[src/rtl/slim_pkg.sv]
// Shared types and constants for the slime enemy logic.
package slim_pkg;

    typedef enum logic [1:0] {
        WALK_R = 2'd0,
        WALK_L = 2'd1,
        FROZEN = 2'd2
    } slim_state_t;

    localparam int X_W = 10;
    localparam int Y_W = 9;

    // Colour key treated as see-through by the sprite renderers.
    localparam logic [11:0] TRANSPARENT_RGB = 12'h428;

endpackage : slim_pkg

[src/rtl/slim_patrol_tick_gen.sv]
// Movement tick generator: one-cycle tick every TICK_DIV enabled clocks.
// The count is cleared while en is low, so the first tick after enabling
// always lands on the TICK_DIV-th enabled cycle.
module tick_gen #(
    parameter int TICK_DIV = 1_000_000
) (
    input  logic clk,
    input  logic rstn,
    input  logic en,
    output logic tick
);

    localparam int CW = (TICK_DIV > 1) ? $clog2(TICK_DIV) : 1;
    localparam logic [CW-1:0] LAST = CW'(TICK_DIV - 1);

    logic [CW-1:0] cnt;

    // Free-running 0..TICK_DIV-1 counter, cleared and held while disabled.
    always_ff @(posedge clk or negedge rstn) begin
        if (!rstn) begin
            cnt <= '0;
        end else if (!en) begin
            cnt <= '0;
        end else if (cnt == LAST) begin
            cnt <= '0;
        end else begin
            cnt <= cnt + CW'(1);
        end
    end

    assign tick = en && (cnt == LAST);

endmodule : tick_gen

[src/rtl/slim_patrol.sv]
// Slime patrol controller: walks between X_MIN and X_MAX at the tick rate,
// stops when hit by the freeze detector.
// Build option: define SLIM_THAW_EN to let a frozen slime thaw after
// FREEZE_TICKS ticks (with thaw_warn during the last FLASH_TICKS ticks);
// without it FROZEN is held until reset.
//
// state  | meaning
// WALK_R | moving right by STEP per tick
// WALK_L | moving left by STEP per tick
// FROZEN | position and direction held
module slim_patrol
    import slim_pkg::*;
#(
    parameter int X_MIN        = 0,
    parameter int X_MAX        = 516,
    parameter int X_INIT       = 48,
    parameter int Y_INIT       = 0,
    parameter int STEP         = 1,
    parameter int TICK_DIV     = 1_000_000,
    parameter int FREEZE_TICKS = 300,
    parameter int FLASH_TICKS  = 50
) (
    input  logic           clk,
    input  logic           rstn,
    input  logic           en,
    input  logic           frozen_hit,
    output logic [X_W-1:0] x_slim,
    output logic [Y_W-1:0] y_slim,
    output logic           dir,
    output logic           is_frozen,
    output logic           thaw_warn
);

    // Limit arithmetic is done one bit wider than x so it cannot wrap.
    localparam logic [10:0] X_MIN_W = 11'(X_MIN);
    localparam logic [10:0] X_MAX_W = 11'(X_MAX);
    localparam logic [10:0] STEP_W  = 11'(STEP);

    slim_state_t state;
    logic        tick;
    logic [10:0] x_ext;
    logic [10:0] x_plus;
    logic [10:0] left_lim;

    assign x_ext    = {1'b0, x_slim};
    assign x_plus   = x_ext + STEP_W;
    assign left_lim = X_MIN_W + STEP_W;
    assign y_slim   = Y_W'(Y_INIT);

    tick_gen #(
        .TICK_DIV (TICK_DIV)
    ) u_tick_gen (
        .clk  (clk),
        .rstn (rstn),
        .en   (en),
        .tick (tick)
    );

`ifdef SLIM_THAW_EN
    localparam int FC_W = (FREEZE_TICKS > 0) ? $clog2(FREEZE_TICKS + 1) : 1;
    localparam logic [FC_W-1:0] FC_LOAD = FC_W'(FREEZE_TICKS);
    localparam int unsigned FLASH_U = FLASH_TICKS;
    // Warning level to show right after a (re)load of the freeze counter.
    localparam bit LOAD_WARN = (FREEZE_TICKS <= FLASH_TICKS) && (FREEZE_TICKS != 0);

    logic [FC_W-1:0] fcnt;
    logic            warn_dec;

    // Warning level the counter will have after this tick's decrement.
    assign warn_dec = (fcnt > FC_W'(1)) && ((32'(fcnt) - 32'd1) <= FLASH_U);
`else
    assign thaw_warn = 1'b0;
`endif

    // Patrol / freeze state machine; all outputs registered here.
    always_ff @(posedge clk or negedge rstn) begin
        if (!rstn) begin
            state     <= WALK_R;
            x_slim    <= X_W'(X_INIT);
            dir       <= 1'b1;
            is_frozen <= 1'b0;
`ifdef SLIM_THAW_EN
            fcnt      <= '0;
            thaw_warn <= 1'b0;
`endif
        end else if (en) begin
            case (state)
                WALK_R, WALK_L: begin
                    // A hit wins over a same-cycle tick: no move that cycle.
                    if (frozen_hit) begin
                        state     <= FROZEN;
                        is_frozen <= 1'b1;
`ifdef SLIM_THAW_EN
                        fcnt      <= FC_LOAD;
                        thaw_warn <= LOAD_WARN;
`endif
                    end else if (tick) begin
                        if (state == WALK_R) begin
                            if (x_plus >= X_MAX_W) begin
                                x_slim <= X_W'(X_MAX_W);
                                dir    <= 1'b0;
                                state  <= WALK_L;
                            end else begin
                                x_slim <= X_W'(x_plus);
                            end
                        end else begin
                            if (x_ext <= left_lim) begin
                                x_slim <= X_W'(X_MIN_W);
                                dir    <= 1'b1;
                                state  <= WALK_R;
                            end else begin
                                x_slim <= x_slim - X_W'(STEP_W);
                            end
                        end
                    end
                end
                FROZEN: begin
`ifdef SLIM_THAW_EN
                    if (frozen_hit) begin
                        fcnt      <= FC_LOAD;
                        thaw_warn <= LOAD_WARN;
                    end else if (tick) begin
                        if (fcnt <= FC_W'(1)) begin
                            fcnt      <= '0;
                            thaw_warn <= 1'b0;
                            is_frozen <= 1'b0;
                            state     <= dir ? WALK_R : WALK_L;
                        end else begin
                            fcnt      <= fcnt - FC_W'(1);
                            thaw_warn <= warn_dec;
                        end
                    end
`endif
                end
                default: begin
                    state <= WALK_R;
                end
            endcase
        end
    end

endmodule : slim_patrol

[config.mk]
export PLATFORM = sky130hd
export DESIGN_NAME = slim_patrol
export DESIGN_NICKNAME = d
export VERILOG_FILES = /design/src/rtl/slim_pkg.sv /design/src/rtl/slim_patrol_tick_gen.sv /design/src/rtl/slim_patrol.sv
export SDC_FILE = /design/constraint.sdc
export NUM_CORES = 1
export LEC_CHECK = 0
export BUFFER_PORTS_ARGS = -buffer_cell sky130_fd_sc_hd__buf_2
export CAP_MARGIN = 30
export CORE_UTILIZATION = 50
export CTS_CLUSTER_SIZE = 28
export DETAILED_ROUTE_END_ITERATION = 8
export PLACE_DENSITY = 0.7
export SLEW_MARGIN = 20
export SYNTH_ARGS = -nofsm -noshare
export SYNTH_HDL_FRONTEND = slang
export SYNTH_HIERARCHICAL = 1
export SYNTH_SLANG_ARGS = --single-unit
[constraint.sdc]
create_clock -name clk -period 6.3 [get_ports clk]
set_input_delay 0.945 -clock clk [delete_from_list [all_inputs] [get_ports clk]]
set_output_delay 0.945 -clock clk [all_outputs]
set_load 0.02 [all_outputs]
== Word-level counts from Yosys, hierarchy flattened ==
Index checks and enable logic that the tools add are counted.
Word-level totals
  flip-flop bits (word level): 34
  bits of input ports: 4
  word-level logic and storage cells: 41
Operators by class
  $add $sub $neg: 3
  $lt $le $gt $ge: 2
  equality and inequality tests: 7
  multiplexer cells: 14
  bitwise logic cells: 2
  reductions and logical operators: 8
Operator list (number)
  $mux W20: 2
  $mux W10: 3
  $add A20 B1 Y20 const B: 1
  $eq A20 B20 Y1 const B: 1
  $add A10 B1 Y11 const B: 1
  $ge A11 B10 Y1 const B: 1
  $le A10 B1 Y1 const B: 1
  $mux W2: 5
  $sub A10 B1 Y10 const B: 1
  $ne A4 B4 Y1 const B: 2
  $reduce_and A6 Y1: 1
  $reduce_and A5 Y1: 1
  $pmux W2 S2: 1
  $reduce_and A4 Y1: 1
  $mux W1: 3
  $ne A3 B3 Y1 const B: 1
  $reduce_and A3 Y1: 1
  $eq A2 B1 Y1 const B: 1
  $eq A2 B2 Y1 const B: 1
  $logic_not A2 Y1: 1
  $ne A2 B1 Y1 const B: 1
  $not A1 Y1: 2
  $reduce_bool A2 Y1: 1
  $reduce_or A2 Y1: 1
  $logic_and A1 B1 Y1: 1

== Longest topological paths before layout ==
Gate-level depths: netlist (run 1).
  depth after elaboration: 7
  depth in mapped cells: 10

== Hierarchy ==
Netlist (run 1), hierarchy kept.
Modules (own cells, without submodules)
  slim_patrol: times used 1, cells an instance 161, area an instance 1287.5 um^2, seq. area each 354.1 um^2
  tick_gen: times used 1, cells an instance 110, area an instance 1104.8 um^2, seq. area each 500.5 um^2

== Least setup slack after synthesis (run 1) ==
OpenSTA, ideal clock, no wires.
  kind: register to register
  start point: register x_slim[0]
  end point: register x_slim[8]
  setup time: 76 ps
  arrival: 2053 ps
  path slack: 4171 ps
  cell stages (with the launch flop): 9
  buffers on the path: 0
  period minus slack after synthesis: 2129 ps
  cells stage by stage: dfrtp_1 inv_1 ha_1 or2_2 a41oi_2 nand2_1 nor4_1 a21oi_1 o21ai_1
Between the ends
  longest elaborated chain between the ends: 4
  elaborated cells on any way between the ends: 7
  those cells by class: add/sub (2); order compare (2); mux (3)
Ends and longest elaborated chain
  from (decl): RTL line slim_patrol.sv:27  | output logic [X_W-1:0] x_slim,
  from (signal assigned): RTL line slim_patrol.sv:79  | x_slim <= X_W'(X_INIT);
  from (signal assigned): RTL line slim_patrol.sv:100  | x_slim <= X_W'(X_MAX_W);
  from (signal assigned): RTL line slim_patrol.sv:104  | x_slim <= X_W'(x_plus);
  $add A10 B1 Y11: RTL line slim_patrol.sv:46  | assign x_plus = x_ext + STEP_W;
  $ge A11 B10 Y1: RTL line slim_patrol.sv:99  | if (x_plus >= X_MAX_W) begin
  $mux W10: RTL line slim_patrol.sv:99
  $mux W10 (*): RTL line slim_patrol.sv:98  | if (state == WALK_R) begin
Every way passes the cells marked *; elsewhere a longest branch is shown, timed or not.
A chain may end at the register's enable or synchronous reset.

== Worst setup path in the final report (run 1) ==
  start point: register u_tick_gen.cnt[0]
  end point: register x_slim[4]
Between the ends
  longest elaborated chain between the ends: 3
Ends and longest elaborated chain
  from (decl): RTL line slim_patrol_tick_gen.sv:16  | logic [CW-1:0] cnt;
  from (signal assigned): RTL line slim_patrol_tick_gen.sv:27  | cnt <= cnt + CW'(1);
  $eq A20 B20 Y1: RTL line slim_patrol_tick_gen.sv:31  | assign tick = en && (cnt == LAST);
  $logic_and A1 B1 Y1: RTL line slim_patrol_tick_gen.sv:31
  via tick: RTL line slim_patrol.sv:40  | logic tick;
  $reduce_and A4 Y1 (no line)
The timed path passes the listed nets, and every way through them passes these cells.

==> summary.md, run 1 <==
| Metric | Value |
|---|---|
| Status | `finished, violations left` |
| Failing checks | `DRC` |
| Unique masters post-synth | `58` |
| FFs w/ async S/R, synth | `100%` |
| Synthesized cell area | `2390 sq um` |
| Grt ovf | `0` |
| Reg-to-Reg End | `x_slim[4]` |
| Syn avg cell area | `8.83 sq um` |
| Placed insts | `322` |
| Final net count | `285` |
| Max-cap violations | `0` |
| First-pass GRT wire length | `8920 um` |
| Worst vdd ir | `0.000150 V` |
| Post-CTS Setup Bufs | `0` |
| Total Wirelength | `5070 um` |
| Antenna cells | `0` |
| Hold crit path type | `reg2reg` |
| Worst Path Required | `6.49 ns` |
| Critical path endpoint category | `flip-flop` |
| Final period util | `39.6%` |
| Drt drc | `2` |
| Leak Pwr | `0.958 nW` |
| Number of DRC markers in iteration 0 | `181` |
| Count of input and output buffers | `15` |
| Largest net degree at the start of global routing | `35` |
| Type of origin of the critical path | `flip-flop` |
| Share of the synthesized area in the top cell type | `32.4%` |
| Total track usage | `22.4%` |
| Die Ht | `71.2 um` |
| PD cells | `173 nW/um^2` |
| Depth of the CTS H-tree | `2` |
| Die Wd | `71.2 um` |
| Vias per cell | `6.04` |
| Area grow syn2layout | `4.39%` |
| Hold-fix buffers, CTS | `0` |
| Clk Tree Root Cell | `clkbuf_8` |
| # fillers | `411` |
| Cells after synthesis | `271` |
| Leading area contributor after synthesis | `dfrtp_1` |
| CP arrival | `2.69 ns` |
| Skew-Pair Late Insertion Delay | `0.28 ns` |
| Setup Skew | `0.00457 ns` |
| Die area | `5070 sq um` |
| Initial antenna violation count | `0` |
| Core area | `4470 sq um` |
| CP Capture Point | `x_slim[4]` |
| Ys Warns | `6` |
| Clk pin slew, worst setup/hold paths | `0.07 ns` |
| R2R Setup Slk | `3.81 ns` |
| EDFF count, synth | `0` |
| Top_reg_cell synth | `dfrtp_1` |
| ANT nets after route | `0` |
| Max Slew Vio Count | `0` |
| Worst-Margin Slew | `0.754 ns` |
| Area after DPL | `2390 sq um` |
| Post-CTS Resized | `0` |
| Initial Util | `53.5%` |
| Top post-synthesis cells by area | `dfrtp_1 32%, xnor2_1 5.9%, nor2_1 5.2%, nand3_1 3.6%, buf_4 3.5%` |
| Drt first pass iters | `6` |
| Post-synthesis register bit count | `34` |
| Post-route cell area | `2500 sq um` |
| I/O Pins | `26` |
| Crit Path Max Fanout | `14` |
| Worst Setup SP | `u_tick_gen/cnt[0]` |
| Detailed Place HPWL | `3380 um` |
| Fmax | `0.401 GHz` |
| Final min period | `2.49 ns` |
| Worst Reg-to-Reg Cells | `8` |
| Share of cells above drive strength 1 | `16.2%` |
| Row count | `24` |
| Final non-filler cell total | `330` |
| Num CTS Buffers | `5` |
| CTS Sinks | `34` |
| Sequential share of the synthesized area | `35.7%` |
| Worst r2r src | `u_tick_gen/cnt[0]` |
| Final hold vios | `0` |
| Wire per inst | `15.4 um` |
| Vias | `1994` |
| Vias in the first global route | `1826` |
| Worst Path Class, Setup | `reg2reg` |
| RSZ-0062 raised after global routing | `false` |
| GP Congestion | `0.927` |
| Final setup viols | `0` |
| CTS tree | `built` |
| Max clock buf depth | `2` |
| Setup TNS | `0 ns` |
| Worst relative slew slack | `49.8%` |
| Worst min-delay path startpoint | `is_frozen` |
| WHS | `0.478 ns` |
[cells by family (layout without fill, tap and decap cells)]
group	count (synthesis)	count (layout)	share of synthesized area [%]
buffers and inverters	32	30	8.58
xor gates and xnor gates	18	18	6.59
muxes	6	6	2.51
other	1	10	0.157
and+or+nand+nor	130	130	31.1
adders and majority gates	4	4	2.09
AOI/OAI and AO/OA	46	46	13.3
DFF	34	34	35.7
[critical path: stages, from the launching register on]
cell,delay (ns)
dfrtp_1,0.40
ha_1,0.25
nand3_4,0.17
nor4_1,0.31
and2_1,0.21
nand3_1,0.43
nor3_1,0.34
a21oi_1,0.08
o221ai_1,0.20
[report_power, final]
part / internal (W) / switching [W]
registers: 0.000221 / 0.00000225
logic: 0.00000387 / 0.0000156
clock network: 0.000110 / 0.0000784
[metrics by stage]
| step | worst slack, ns | utilization, % | power, W |
|---|---|---|---|
| 4_1_cts | 3.81 | 55.8 | 0.000439 |
| 3_5_place_dp | 3.82 | 53.4 | 0.000247 |
| 2_1_floorplan | 4.17 | - | 0.000244 |
| 5_1_grt | 3.62 | 55.8 | 0.000451 |
| 3_3_place_gp | 3.89 | 53.4 | 0.000247 |
| 6_report | 3.81 | 55.8 | 0.000431 |
[final cells by class]
cell class              instances  area [sq um]  area share, %
well taps                      52          65.1           2.61
inverters                       7          26.3           1.05
repair buffers                 15          75.1           3.01
multi-input cells             214          1370           54.7
flip-flops and latches         34           855           34.2
clock buffers                   8           110           4.41
[per-layer routing]
metal | up-vias | routed length [um] | share of wire [%] | global-route usage (%)
li1 | 969 | - | - | -
met1 | 943 | 2430 | 48 | 32.1
met2 | 76 | 2250 | 44 | 32.3
met3 | 6 | 361 | 7.1 | 6.27
met4 | 0 | 36 | 0.71 | 7.78
met5 | - | 0 | 0 | 0
[cell usage after synthesis (2+ instances only)]
cell / instances
nor3_1: 13
xnor2_1: 16
a31oi_1: 2
and3_1: 2
or2_2: 2
nand2_1: 22
nor2_1: 33
buf_2: 4
buf_4: 11
o221ai_1: 2
nor4_1: 10
or3_1: 2
nand3_1: 17
dfrtp_1: 31
xor2_1: 2
inv_1: 7
o21ai_0: 14
nand4_4: 2
nand4_1: 8
and2_1: 3
mux2i_1: 6
nor4b_1: 3
buf_6: 5
dfstp_2: 3
ha_1: 4
nand3b_1: 2
clkbuf_1: 4
a21oi_1: 11
[placed cells by master (no fill, tap or decap), types with 2 or more instances in the layout]
cell type and count:
or2_2 2, nand2_1 22, ha_1 4, o221ai_1 2
clkbuf_8 8, nand4_1 8, or3_1 2, nand3b_1 2
and3_1 2, and2_1 3, nand4_4 2, conb_1 10
a31oi_1 2, nor2_1 33, nand3_1 17, dfrtp_1 31
mux2i_1 6, xor2_1 2, dfstp_2 3, a21oi_1 11
nor3_1 13, buf_2 15, xnor2_1 16, nor4_1 10
o21ai_0 14, inv_1 7, nor4b_1 3
[worst min-delay path by stage]
stage / depth (start not counted) / slack, ns / to
after floorplan: 1 / 0.45 / u_tick_gen/cnt[0]
final: 1 / 0.48 / is_frozen
after CTS: 1 / 0.49 / is_frozen
after global placement: 1 / 0.46 / is_frozen
after detailed placement: 1 / 0.46 / is_frozen
after global routing: 1 / 0.50 / is_frozen
[registers in the layout, summed over array words and instances (netlist names)]
name / flops
state: 2
dir: 1
is_frozen: 1
u_tick_gen/cnt: 20
x_slim: 10
Power figures use the tool's default switching activity.
==> run 2, diff against run 1 <==
--- a/config.mk
+++ b/config.mk
@@ -5,12 +5,13 @@
 export SDC_FILE = /design/constraint.sdc
 export NUM_CORES = 1
 export LEC_CHECK = 0
+export ABC_AREA = 1
 export BUFFER_PORTS_ARGS = -buffer_cell sky130_fd_sc_hd__buf_2
 export CAP_MARGIN = 30
 export CORE_UTILIZATION = 50
 export CTS_CLUSTER_SIZE = 28
 export DETAILED_ROUTE_END_ITERATION = 8
-export PLACE_DENSITY = 0.7
+export PLACE_DENSITY = 0.72
 export SLEW_MARGIN = 20
 export SYNTH_ARGS = -nofsm -noshare
 export SYNTH_HDL_FRONTEND = slang
==> constraint.sdc (replaced) <==
create_clock -name clk -period 2.2 [get_ports clk]
set_input_delay 0.33 -clock clk [delete_from_list [all_inputs] [get_ports clk]]
set_output_delay 0.33 -clock clk [all_outputs]
set_load 0.02 [all_outputs]
==> summary.md, run 2 <==
| Metric | Value |
|---|---|
| Initial antenna violation count | `0 (unchanged)` |
| Most frequent cells in the layout | `72 x nand2_1, 59 x nor2_1, 31 x dfrtp_1, 29 x nand3_1, 26 x inv_1` |
| Hold crit path type | `in2async` |
| Total Wirelength | `5050 um (-0.43%)` |
| Drt drc | `0 (-2)` |
| Worst Path Required | `2.37 ns (-4.12 ns)` |
| Top post-synthesis cells by area | `dfrtp_1 31%, nand2_1 11%, nor2_1 9.0%, nand3_1 5.9%, inv_1 4.1%` |
| CTS Sinks | `34 (unchanged)` |
| Wire per inst | `11.8 um (-23%)` |
| Num CTS Buffers | `5 (unchanged)` |
| Die Wd | `72.2 um (+1.4%)` |
| Vias | `2137 (+7.2%)` |
| Top reg by flops | `u_tick_gen/cnt` |
| Skew-Pair Late Insertion Delay | `0.28 ns (about the same)` |
| EDFF count, synth | `0 (unchanged)` |
| Depth of the CTS H-tree | `2 (unchanged)` |
| Max-cap violations | `0 (unchanged)` |
| Top post-synthesis cells by count | `72 x nand2_1, 59 x nor2_1, 31 x dfrtp_1` |
| Row count | `25 (+4.2%)` |
| Cells after synthesis | `339 (+25%)` |
| Cell with the most instances after synthesis | `nand2_1` |
| Overall power | `0.00153 W (+260%)` |
| Setup Skew | `0.00503 ns (+0.000453 ns)` |
| Critical path endpoint category | `flip-flop` |
| Worst Path Class, Setup | `reg2reg` |
| First-pass GRT wire length | `8830 um (-1.0%)` |
| Worst-Margin Slew | `0.758 ns (+0.00420 ns)` |
| Ys Warns | `6 (unchanged)` |
| Biggest regs | `u_tick_gen/cnt x20, x_slim x10, state x2` |
| CTS tree | `built` |
| Number of DRC markers in iteration 0 | `193 (+6.6%)` |
| Post-route cell area | `2670 sq um (+7.0%)` |
| WHS | `0.110 ns (-0.368 ns)` |
| Area grow syn2layout | `8.43%` |
| PD cells | `574 nW/um^2 (+230%)` |
| Core area | `4720 sq um (+5.6%)` |
| Max clock buf depth | `2 (unchanged)` |
| Worst Reg-to-Reg Cells | `9 (+1)` |
| Critical Path, Cell by Cell | `ha_1 > nand3_2 > nor2_4 > nand3_4 > nor2_1 > nand3_1 > buf_4 > a21oi_1 > a21oi_1` |
| Cell mode on critical path | `a21oi_1` |
| Leak Pwr | `1.22 nW (+28%)` |
| Vias in the first global route | `1935 (+6.0%)` |
| Total track usage | `22.0% (-0.42 points)` |
| Initial Util | `52.2% (-1.3 points)` |
| Fmax | `0.500 GHz (+25%)` |
| Status | `finished clean` |
| Clk pin slew, worst setup/hold paths | `0.07 ns (about the same)` |
| I/O Pins | `26 (unchanged)` |
| Sequential share of the synthesized area | `34.7% (-1.0 points)` |
| Share of cells above drive strength 1 | `20.3% (+4.1 points)` |
| Post-synthesis register bit count | `34 (unchanged)` |
| Die area | `5210 sq um (+2.9%)` |
| Final net count | `366 (+28%)` |
| Critical-path top delay cell | `dfrtp_1` |
| Area after DPL | `2560 sq um (+7.3%)` |
| Type of origin of the critical path | `flip-flop` |
| Final hold vios | `0 (unchanged)` |
| Largest net degree at the start of global routing | `35 (unchanged)` |
| Drt first pass iters | `4 (-2)` |
| Die Ht | `72.2 um (+1.4%)` |
| Leading area contributor after synthesis | `dfrtp_1` |
| R2R Setup Slk | `0.20 ns (-3.61 ns)` |
| Final period util | `90.9% (+51 points)` |
| FFs w/ async S/R, synth | `100% (unchanged)` |
| ANT nets after route | `0 (unchanged)` |
| Detailed Place HPWL | `3810 um (+13%)` |
| Synthesized cell area | `2460 sq um (+3.0%)` |
| Share of the synthesized area in the top cell type | `31.5% (-0.94 points)` |
| Worst vdd ir | `0.000368 V (+150%)` |
| Clk Tree Root Cell | `clkbuf_8` |
| Final min period | `2.00 ns (-0.492 ns)` |
| Post-Place Setup Slack | `0.151 ns (-3.67 ns)` |
| Grt ovf | `0 (unchanged)` |
| Vias per cell | `5.02 (-17%)` |
| GP Congestion | `0.830 (-10%)` |
| Worst relative slew slack | `49.5% (-0.28 points)` |
| Commonest non-fill, non-tap cell in the layout | `nand2_1` |
| Antenna cells | `0 (unchanged)` |
| Crit Path Max Fanout | `10 (-4)` |
| CP arrival | `2.17 ns (-0.52 ns)` |
| Setup TNS | `0 ns (unchanged)` |
| Top_reg_cell synth | `dfrtp_1` |
| Max Slew Vio Count | `0 (unchanged)` |
| Syn avg cell area | `7.27 sq um (-18%)` |
| Max reg flops | `20 (unchanged)` |
| Count of input and output buffers | `15 (unchanged)` |
| CP max stage delay | `0.40 ns (-0.03 ns)` |
| Unique masters post-synth | `33 (-43%)` |
| Final setup viols | `0 (unchanged)` |
| Final Worst Setup Slack | `0.200 ns (-3.61 ns)` |
## run 2: worst paths after layout
check | from | end
worst min register to register | dir | dir
worst min-delay path | rstn | u_tick_gen/cnt[15]
max in group asynchronous | rstn | u_tick_gen/cnt[10]
worst max register to register | u_tick_gen/cnt[0] | x_slim[3]
min in group clk | frozen_hit | is_frozen
worst max-delay path | u_tick_gen/cnt[0] | x_slim[3]
## run 2: area by class of cell
cell class | count | area, sq um
clock buffer | 8 | 90.1
fill | 455 | 2050
inverter | 32 | 124
multi-input combinational | 265 | 1410
sequential | 34 | 855
tap | 67 | 83.8
timing repair buffer | 20 | 113
## run 2: per-stage QoR
stage | instances | utilization [%]
final | 426 | 56.6
after global routing | 426 | 56.6
after CTS | 424 | 56.2
after floorplan | 348 | -
after global placement | 416 | 54.3
after detailed placement | 416 | 54.3
## run 2: worst max-delay path, delay by kind of cell, from the launching register on
kind	cells	cell delay [ns]
and+or+nand+nor	5	0.76
buffers and inverters	1	0.21
adders and majority gates	1	0.24
DFF	1	0.40
AOI/OAI and AO/OA	2	0.26
## run 2: kinds of logic after synthesis
group	share of synthesized area (%)
buffers and inverters	9.60
XOR/XNOR	5.33
AND/OR/NAND/NOR	41.9
adder cells (fa/ha/maj)	2.03
flip-flops	34.7
other	0.152
AO/OA/AOI/OAI	6.30
## run 2: metal layers
| metal | track usage (%) | vias to the layer above | share of wire (%) |
|---|---|---|---|
| li1 | - | 1094 | - |
| met1 | 32.4 | 979 | 49 |
| met2 | 32.2 | 55 | 45 |
| met3 | 3.75 | 9 | 5.0 |
| met4 | 8.06 | 0 | 1.6 |
| met5 | 0 | - | 0 |
## run 2: what timing repair did
action / 4_1_cts / 5_1_grt
hold endpoints to repair: 0 / 0
endpoints found under the setup margin: 0 / 3
buffers inserted: 0 / 2
resized for setup: 0 / 1
hold buffers: 0 / 0
## run 2: power breakdown
part           internal [W]  total, W  switching [W]
clock              0.000255  0.000477       0.000222
sequential         0.000655  0.000693      0.0000382
combinational      0.000103  0.000362       0.000258
total               0.00101   0.00153       0.000518
==> run 3, diff against run 2 <==
--- a/config.mk
+++ b/config.mk
@@ -9,11 +9,11 @@
 export BUFFER_PORTS_ARGS = -buffer_cell sky130_fd_sc_hd__buf_2
 export CAP_MARGIN = 30
 export CORE_UTILIZATION = 50
+export CTS_CLUSTER_DIAMETER = 30
 export CTS_CLUSTER_SIZE = 28
 export DETAILED_ROUTE_END_ITERATION = 8
-export PLACE_DENSITY = 0.72
+export PLACE_DENSITY = 0.73
 export SLEW_MARGIN = 20
 export SYNTH_ARGS = -nofsm -noshare
 export SYNTH_HDL_FRONTEND = slang
-export SYNTH_HIERARCHICAL = 1
 export SYNTH_SLANG_ARGS = --single-unit
==> summary.md, run 3 <==
| Metric | Value |
|---|---|
| Status | `finished clean` |
| CP arrival | `2.17 ns (about the same)` |
| Final min period | `1.95 ns (-0.0460 ns)` |
| Gr busiest metal | `met1` |
| Area grow syn2layout | `7.25%` |
| Worst vdd ir | `0.000242 V (-34%)` |
| WHS | `0.0946 ns (-0.0150 ns)` |
| Setup Skew | `0.0148 ns (+0.00982 ns)` |
| Met3 usage | `4.51% (+0.76 points)` |
| Top post-synthesis cells by count | `61 x nand2_1, 57 x nor2_1, 37 x inv_1` |
| Core area | `4380 sq um (-7.2%)` |
| Cell mode on critical path | `nand2_1` |
| Cell with the most instances after synthesis | `nand2_1` |
| Leading area contributor after synthesis | `dfrtp_1` |
| Drt drc | `0 (unchanged)` |
| Type of origin of the critical path | `flip-flop` |
| Max Slew Vio Count | `0 (unchanged)` |
| Worst-Margin Slew | `0.745 ns (-0.0125 ns)` |
| Final hold vios | `0 (unchanged)` |
| Total Wirelength | `4660 um (-7.6%)` |
| Max clock buf depth | `2 (unchanged)` |
| Setup TNS | `0 ns (unchanged)` |
| Clk pin slew, worst setup/hold paths | `0.08 ns (about the same)` |
| Area after DPL | `2370 sq um (-7.7%)` |
| Placed insts | `383 (-7.9%)` |
| Critical-path top delay cell | `dfstp_2` |
| Critical path endpoint category | `flip-flop` |
| Hold-fix buffers, CTS | `0 (unchanged)` |
| Total track usage | `21.0% (-0.97 points)` |
| Depth of the CTS H-tree | `2 (unchanged)` |
| Antenna cells | `0 (unchanged)` |
| Worst Path Class, Setup | `reg2reg` |
| Vias in the first global route | `1747 (-9.7%)` |
| Final non-filler cell total | `391 (-8.2%)` |
| Synthesized cell area | `2300 sq um (-6.8%)` |
| Ys Warns | `0 (-6)` |
| Grt met2 use | `28.6% (-3.6 points)` |
| RSZ-0062 raised after global routing | `false` |
| Post-route cell area | `2460 sq um (-7.8%)` |
| Vias | `1968 (-7.9%)` |
| Die Wd | `69.8 um (-3.4%)` |
| Sequential share of the synthesized area | `37.2% (+2.5 points)` |
| Initial antenna violation count | `0 (unchanged)` |
| I/O Pins | `26 (unchanged)` |
| Share of the synthesized area in the top cell type | `33.8% (+2.3 points)` |
| Cells after synthesis | `321 (-5.3%)` |
| Max-cap violations | `0 (unchanged)` |
| Most frequent cells in the layout | `61 x nand2_1, 57 x nor2_1, 37 x inv_1, 30 x dfrtp_1, 21 x nand3_1` |
| Final period util | `88.8% (-2.1 points)` |
| Detailed Place HPWL | `3480 um (-8.6%)` |
| Post-Place Setup Slack | `0.230 ns (+0.0787 ns)` |
| Syn avg cell area | `7.15 sq um (-1.6%)` |
| Die Ht | `69.8 um (-3.4%)` |
| Clk Tree Root Cell | `clkbuf_8` |
| Final net count | `346 (-5.5%)` |
| Biggest regs | `u_tick_gen.cnt x20, x_slim x10, state x2` |
| Top post-synthesis cells by area | `dfrtp_1 34%, nand2_1 10%, nor2_1 9.3%, inv_1 6.0%, nand3_1 4.6%` |
| Hold crit path type | `in2async` |
| ANT nets after route | `0 (unchanged)` |
| FFs w/ async S/R, synth | `100% (unchanged)` |
| Crit Path Max Fanout | `9 (-1)` |
| Top_reg_cell synth | `dfrtp_1` |
| GP Congestion | `0.862 (+4.0%)` |
| Met1 track utilization from global routing | `32.9% (+0.45 points)` |
| EDFF count, synth | `0 (unchanged)` |
| Worst r2r src | `x_slim[4]` |
| Final setup viols | `0 (unchanged)` |
| CP max stage delay | `0.65 ns (+0.25 ns)` |
| Max reg flops | `20 (unchanged)` |
| Unique masters post-synth | `38 (+15%)` |
| Skew-Pair Late Insertion Delay | `0.29 ns (about the same)` |
| Num CTS Buffers | `5 (unchanged)` |
| Leak Pwr | `1.14 nW (-6.7%)` |
| Worst relative slew slack | `50.3% (+0.83 points)` |
| Fmax | `0.512 GHz (+2.4%)` |
| Largest net degree at the start of global routing | `35 (unchanged)` |
| Grt ovf | `0 (unchanged)` |
| Post-CTS Resized | `0 (unchanged)` |
| Post-synthesis register bit count | `34 (unchanged)` |
| Top reg by flops | `u_tick_gen.cnt` |
| Row count | `24 (-4.0%)` |
| Count of input and output buffers | `15 (unchanged)` |
| Vias per cell | `5.03 (+0.34%)` |
| CTS Sinks | `34 (unchanged)` |
| Final Worst Setup Slack | `0.246 ns (+0.0460 ns)` |
| Worst Setup SP | `x_slim[4]` |
| Die area | `4870 sq um (-6.6%)` |
| Worst Path Required | `2.42 ns (+0.05 ns)` |
| First-pass GRT wire length | `8200 um (-7.2%)` |
| Post-CTS Setup Bufs | `0 (unchanged)` |
| Commonest non-fill, non-tap cell in the layout | `nand2_1` |
| PD cells | `595 nW/um^2 (+3.7%)` |
| Drt first pass iters | `5 (+1)` |
| Share of cells above drive strength 1 | `15.6% (-4.7 points)` |
| Number of DRC markers in iteration 0 | `141 (-27%)` |
| Critical Path, Cell by Cell | `nand2_2 > nor2_2 > nand2_1 > nand2_1 > nand2_1 > nor2_1 > nand2_1 > o21ai_2 > nand2_2 > clkinv_2 > nand2_1 > a21oi_2` |
| Initial Util | `52.4% (+0.21 points)` |
| Wire per inst | `11.9 um (+0.66%)` |
| CTS tree | `built` |
==> run 3: cell count changes after synthesis, moves of 6 or more <==
cell,change
nor3_1,+6
nor2_2,-6
nand2_1,-11
nand3_1,-8
inv_1,+10
nor2_4,-6
==> run 3: cell families (layout without fill, tap and decap cells) <==
group | count (synthesis) | after routing | synth area share (%)
AND/OR/NAND/NOR | 172 | 172 | 33.1
buffers and inverters | 57 | 66 | 11.9
AO/OA/AOI/OAI | 40 | 40 | 10.5
flip-flops | 34 | 34 | 37.2
XOR/XNOR | 13 | 13 | 4.96
adder cells (fa/ha/maj) | 4 | 4 | 2.18
other | 1 | 10 | 0.163
==> run 3: cell type report <==
type                    count  area [sq um]
inverters                  41           155
flip-flops and latches     34           856
clock inverters             2          12.5
well taps                  52          65.1
multi-input cells         239          1200
clock buffers               6          82.6
repair buffers             17          90.1
fillers                   430          1920
==> run 3: power breakdown <==
group / internal (W) / switching, W / total [W]
combinational: 0.0000786 / 0.000196 / 0.000275
sequential: 0.000656 / 0.0000344 / 0.000691
clock: 0.000252 / 0.000247 / 0.000499
==> run 3: path summary, 6_finish.rpt <==
kind	end	cells past startpoint	slack (ns)
max in group asynchronous	x_slim[0]	1	1.57
min in group clk	is_frozen	3	0.34
setup reg to reg	x_slim[1]	12	0.25
hold reg to reg	u_tick_gen.cnt[0]	1	0.46
setup / recovery	x_slim[1]	12	0.25
hold / removal	u_tick_gen.cnt[5]	1	0.09
==> run 3: worst max-delay path, delay by kind of cell, from the launching register on <==
family,cells,cell delay (ns)
simple gates,9,0.82
flops,1,0.65
compound gates,2,0.29
buf+inv,1,0.12
==> run 3: layer usage <==
metal,vias up,share of wire (%)
li1,1035,-
met1,883,53
met2,45,41
met3,5,4.4
met4,0,0.99
met5,-,0
==> run 3: per-stage QoR <==
step,utilization (%),total power (W)
6_report,56.2,0.00146
5_1_grt,56.2,0.00155
4_1_cts,56.1,0.00147
3_5_place_dp,54.0,0.000974
3_3_place_gp,54.0,0.000975
2_1_floorplan,-,0.000915
